--- config.mk ---
export PLATFORM = sky130hd
export DESIGN_NAME = wb_load_return_queue
export DESIGN_NICKNAME = d
export VERILOG_FILES = /design/src/rtl/wb_load_return_queue.sv
export SDC_FILE = /design/constraint.sdc
export NUM_CORES = 1
export LEC_CHECK = 0
export ABC_AREA = 1
export CAP_MARGIN = 20
export CORE_UTILIZATION = 50
export DETAILED_ROUTE_END_ITERATION = 8
export PLACE_DENSITY = 0.72
export SKIP_LAST_GASP = 1
export SLEW_MARGIN = 15
export SYNTH_ARGS = -nofsm -noshare
export SYNTH_HDL_FRONTEND = slang
export SYNTH_SLANG_ARGS = --single-unit
--- constraint.sdc ---
create_clock -name clk -period 7.31 [get_ports clk]
set_input_delay 1.462 -clock clk [delete_from_list [all_inputs] [get_ports clk]]
set_output_delay 1.462 -clock clk [all_outputs]
set_load 0.01 [all_outputs]
--- src/rtl/wb_load_return_queue.sv ---
// In-order writeback queue between MEM and the register file. Non-load entries
// are complete on entry. Loads wait for their in-order dmem response and are extended on fill.
module wb_load_return_queue #(
  parameter int DEPTH   = 4,
  parameter int ORDER_W = 64,
  parameter int BYPASS  = 0
) (
  input  logic                       clk,
  input  logic                       rst,
  input  logic                       in_valid,
  output logic                       in_ready,
  input  logic [4:0]                 in_rd,
  input  logic                       in_we,
  input  logic [2:0]                 in_sel,
  input  logic [1:0]                 in_addr_lo,
  input  logic [31:0]                in_value,
  input  logic [ORDER_W-1:0]         in_order,
  input  logic                       dmem_resp,
  input  logic [31:0]                dmem_rdata,
  output logic                       regf_we,
  output logic [4:0]                 rd_sel,
  output logic [31:0]                rd_v,
  output logic                       retire_valid,
  output logic [ORDER_W-1:0]         retire_order,
  output logic [$clog2(DEPTH):0]     loads_pending,
  output logic                       resp_err
);

  localparam int PTR_W = $clog2(DEPTH);
  localparam logic [PTR_W:0] FULL = (PTR_W+1)'(DEPTH);

  function automatic logic is_load(input logic [2:0] sel);
    return (sel >= 3'd1) && (sel <= 3'd5);
  endfunction

  function automatic logic [31:0] load_extend(input logic [2:0]  sel,
                                              input logic [1:0]  a,
                                              input logic [31:0] w);
    logic signed [7:0]  b_s;
    logic signed [15:0] h_s;
    logic signed [31:0] r;
    b_s = signed'(8'(w >> {a, 3'b000}));
    h_s = signed'(a[1] ? w[31:16] : w[15:0]);
    case (sel)
      3'd1:    r = 32'(b_s);
      3'd2:    r = {24'd0, b_s};
      3'd3:    r = 32'(h_s);
      3'd4:    r = {16'd0, h_s};
      default: r = w;
    endcase
    return r;
  endfunction

  // Entry payload: data only, never reset.
  logic [4:0]         rd_q  [DEPTH];
  logic               we_q  [DEPTH];
  logic [2:0]         sel_q [DEPTH];
  logic [1:0]         alo_q [DEPTH];
  logic [31:0]        val_q [DEPTH];
  logic [ORDER_W-1:0] ord_q [DEPTH];

  // Control state. A set pend bit marks a load still waiting for its data.
  logic [DEPTH-1:0] pend_q, pend_d;
  logic [PTR_W-1:0] head_q, head_d, tail_q, tail_d;
  logic [PTR_W:0]   count_q, count_d, lp_q, lp_d;
  logic             err_q, err_d;

  logic             accept, in_is_ld, byp, push, pop, fill, found;
  logic [PTR_W-1:0] fill_idx, slot;

  always_comb begin
    in_ready = (count_q != FULL);
    accept   = in_valid && in_ready;
    in_is_ld = is_load(in_sel);
    byp      = (BYPASS != 0) && accept && !in_is_ld && (count_q == '0);
    push     = accept && !byp;
    pop      = (count_q != '0) && !pend_q[head_q];
    fill     = dmem_resp && (lp_q != '0);

    // Oldest pending load, searched from the head in enqueue order.
    fill_idx = head_q;
    found    = 1'b0;
    slot     = '0;
    for (int i = 0; i < DEPTH; i++) begin
      slot = head_q + PTR_W'(i);
      if (!found && ((PTR_W+1)'(i) < count_q) && pend_q[slot]) begin
        found    = 1'b1;
        fill_idx = slot;
      end
    end

    pend_d = pend_q;
    if (fill) pend_d[fill_idx] = 1'b0;
    if (push) pend_d[tail_q] = in_is_ld;

    head_d  = head_q + PTR_W'(pop);
    tail_d  = tail_q + PTR_W'(push);
    count_d = count_q + (PTR_W+1)'(push) - (PTR_W+1)'(pop);
    lp_d    = lp_q + (PTR_W+1)'(push && in_is_ld) - (PTR_W+1)'(fill);
    err_d   = err_q || (dmem_resp && (lp_q == '0));
  end

  always_comb begin
    retire_valid = pop || byp;
    regf_we      = 1'b0;
    rd_sel       = '0;
    rd_v         = '0;
    retire_order = '0;
    if (byp) begin
      regf_we      = in_we && (in_rd != 5'd0);
      rd_sel       = in_rd;
      rd_v         = regf_we ? in_value : 32'd0;
      retire_order = in_order;
    end else if (pop) begin
      regf_we      = we_q[head_q] && (rd_q[head_q] != 5'd0);
      rd_sel       = rd_q[head_q];
      rd_v         = regf_we ? val_q[head_q] : 32'd0;
      retire_order = ord_q[head_q];
    end
  end

  assign loads_pending = lp_q;
  assign resp_err      = err_q;

  always_ff @(posedge clk or posedge rst) begin
    if (rst) begin
      pend_q  <= '0;
      head_q  <= '0;
      tail_q  <= '0;
      count_q <= '0;
      lp_q    <= '0;
      err_q   <= 1'b0;
    end else begin
      pend_q  <= pend_d;
      head_q  <= head_d;
      tail_q  <= tail_d;
      count_q <= count_d;
      lp_q    <= lp_d;
      err_q   <= err_d;
    end
  end

  always_ff @(posedge clk) begin
    if (push) begin
      rd_q[tail_q]  <= in_rd;
      we_q[tail_q]  <= in_we;
      sel_q[tail_q] <= in_sel;
      alo_q[tail_q] <= in_addr_lo;
      val_q[tail_q] <= in_is_ld ? 32'd0 : in_value;
      ord_q[tail_q] <= in_order;
    end
    if (fill) begin
      val_q[fill_idx] <= load_extend(sel_q[fill_idx], alo_q[fill_idx], dmem_rdata);
    end
  end

endmodule
==> results.sh <==
export IMPL_run_status="finished clean"
export IMPL_max_freq_mhz=163.0
export IMPL_rows=72
export IMPL_cts_sinks=443
export IMPL_async_reset_ff_share_pct=3.386
export IMPL_end_kind="output pin"
export IMPL_io_pins=251
export IMPL_synth_compound_area_share_pct=7.773
export IMPL_wire_per_inst_um=20.64
export IMPL_cp_required_ns=5.85
export IMPL_numCtsBuffers=46
export IMPL_fin_crit_ns=6.136
export IMPL_holdWs_ns=0.5038
export IMPL_yosysTopAreaCellShare_pct=64.75
export IMPL_grt_max_degree=78
export IMPL_gp_congestion=0.9249
export IMPL_drive_above_1_share_pct=8.386
export IMPL_grt_pass1_vias=14183
export IMPL_hold_viol_final=0
export IMPL_r2r_setup_slack_ns=3.44
export IMPL_slowest_delay_ns=0.75
export IMPL_grt_pass1_wl_um=81590
export IMPL_cts_root_buffer="clkbuf_16"
export IMPL_synth_xor_area_share_pct=0.2206
export IMPL_syn_nets=1964
export IMPL_critical_path_class="reg2out"
export IMPL_yosys_warnings=0
export IMPL_cpMaxStageDelayCell="nand2_1"
export IMPL_htreeDepth=2
export IMPL_multiInputGateArea_um2=5741
export IMPL_tightest_slew_ns=1.097
export IMPL_synthCells=1811
export IMPL_synth_mux_area_share_pct=0
export IMPL_synth_top_cell_by_area="edfxtp_1"
export IMPL_slew_viol_final=0
export IMPL_clock_path_buffers=3
export IMPL_setup_violations=0
export IMPL_skew_ns=0.03406
export IMPL_clk_pin_slew_ns=0.06
export IMPL_core_region_area_um2=38920
export IMPL_fin_ws_ns=1.174
export IMPL_ctsResizeCount=0
export IMPL_drc=0
export IMPL_synth_top_family_by_area="simple AND/OR/NAND/NOR gates"
export IMPL_synth_edf_count=428
export IMPL_areaGrowthSynthToFinish_pct=22.08
export IMPL_cts_tree="yes"
export IMPL_post_cts_buffers=0
export IMPL_slew_headroom_pct=26.87
export IMPL_initial_utilization_pct=51.00
export IMPL_insertion_delay_ns=0.59
export IMPL_portBuffers=250
export IMPL_dp_slack_ns=1.722
export IMPL_crit_path_start_kind="flip-flop"
export IMPL_hold_class="reg2reg"
export IMPL_via_per_inst=5.593
export IMPL_die_width_um=201.2
export IMPL_die_area_um2=40500
export IMPL_yosysSeqAreaShare_pct=66.65
export IMPL_synth_area_per_cell_um2=10.96
export IMPL_fp_dieH_um=201.2
export IMPL_synth_fa_ha_area_share_pct=0.7060
export IMPL_antennaDiodeCount=0
export IMPL_synthSimpleGateAreaFrac_pct=20.05
export IMPL_drt_iter0_drc=1249
export IMPL_nets=2191
export IMPL_period_share_pct=83.95
export IMPL_cts_hold_buffers_added=0
export IMPL_synthFlopType="edfxtp_1"
export IMPL_synth_commonest_cells="748 x nand2_1, 428 x edfxtp_1, 104 x inv_1"
export IMPL_yosys_register_bits=443
export IMPL_cp_max_fo=51
export IMPL_grt_ovfl_total=0
export IMPL_firstDrtPassIters=7
export IMPL_hpwl_um=32890
export IMPL_fin_area_um2=24230
export IMPL_rsz0062_at_grt="no"
export IMPL_antenna_found_initial=2
export IMPL_netlist_area_um2=19850
export IMPL_grt_usage_pct=26.34
export IMPL_maxCapViolations=0
export IMPL_antenna_left=0
export IMPL_ys_types=42
export IMPL_num_fill_cells=3066
export IMPL_yosys_cell_count_top_type="nand2_1"
export IMPL_worst_ep_arrival_time_ns=4.67
export IMPL_placed_area_um2=22760
export IMPL_cp_cell_sequence="inv_4, nand2_2, clkinv_2, a221oi_1, and3_1, a32oi_1, nand2_1, buf_4, a31oi_1, clkdlybuf4s50_1"
export IMPL_dr_total_vias=14503
export IMPL_ys_top_cells_by_area="edfxtp_1 65%, nand2_1 14%, a22oi_1 3.7%"
export IMPL_register_area_um2=13230
export IMPL_drt_total_wl_um=53510
## per-layer routing
layer	wire (um)	up-vias	share of wire (%)	global-route usage [%]
li1	-	6710	-	-
met4	1454	4	2.7	9.091
met2	25850	673	48	43.57
met3	4803	105	9.0	5.847
met5	26	-	0.049	0
met1	21380	7011	40	34.34
## through the flow
stage	TNS (ns)	std cells	utilization [%]
2_1_floorplan	-150.96	1811	-
3_3_place_gp	0	2508	58.47
3_5_place_dp	0	2508	58.47
4_1_cts	0	2593	62.26
5_1_grt	0	2593	62.26
6_report	0	2593	62.26
## critical path, delay by kind of cell, from the launching register on
kind | cells | cell delay, ns
simple gates | 3 | 1.07
buf+inv | 4 | 1.65
flops | 1 | 0.55
compound gates | 3 | 0.82
## layout make-up
type | instances | share of cell area [%]
flip-flops and latches | 443 | 54.59
inverters | 113 | 1.854
well taps | 518 | 2.675
clock inverters | 34 | 1.255
repair buffers | 275 | 11.10
multi-input cells | 1159 | 23.69
clock buffers | 51 | 4.828
## cells in the final DEF, fill, tap and decap left out, types with 3 or more instances in the layout
| master | n |
|---|---|
| a221oi_1 | 5 |
| a22o_1 | 5 |
| a22oi_1 | 98 |
| a31oi_1 | 96 |
| buf_4 | 25 |
| bufinv_16 | 4 |
| clkbuf_1 | 5 |
| clkbuf_16 | 46 |
| clkdlybuf4s50_1 | 250 |
| clkinv_1 | 17 |
| clkinv_2 | 13 |
| dfrtp_1 | 15 |
| edfxtp_1 | 428 |
| ha_1 | 8 |
| inv_1 | 100 |
| inv_2 | 3 |
| nand2_1 | 748 |
| nand2_2 | 21 |
| nand2_4 | 18 |
| nand3_1 | 40 |
| nand3_2 | 16 |
| nand3_4 | 11 |
| nand3b_1 | 5 |
| nor2_1 | 51 |
| nor3_2 | 4 |
| o21ai_0 | 11 |
| o22ai_1 | 4 |
| xor2_1 | 3 |
## sequential cells by signal, indices dropped and copies added (netlist names)
signal,count
tail_q,2
pend_q,4
resp_err,1
loads_pending,3
val_q,128
we_q,4
count_q,3
sel_q,12
ord_q,256
head_q,2
rd_q,20
alo_q,8
## cells by family (layout without fill, tap and decap cells)
| logic type | count (synthesis) | after routing |
|---|---|---|
| flops | 443 | 443 |
| fa+ha+maj | 10 | 10 |
| xor+xnor | 5 | 5 |
| buf+inv | 209 | 473 |
| compound gates | 225 | 225 |
| simple gates | 919 | 919 |
## path summary, 6_finish.rpt
check | startpoint | endpoint | cells after the start
worst max-delay path | head_q[1]$_DFF_PP0_ | rd_v[29] | 10
worst min-delay path | resp_err$_DFF_PP0_ | resp_err$_DFF_PP0_ | 1
worst max register to register | head_q[0]$_DFF_PP0_ | val_q[1][8]$_DFFE_PP_ | 19
worst min register to register | resp_err$_DFF_PP0_ | resp_err$_DFF_PP0_ | 1
max in group asynchronous | rst | tail_q[1]$_DFF_PP0_ | 2
min in group asynchronous | rst | loads_pending[1]$_DFF_PP0_ | 2
Power is not shown: default switching activity piles up to over one toggle a cycle in this logic, so the estimate is an artifact.
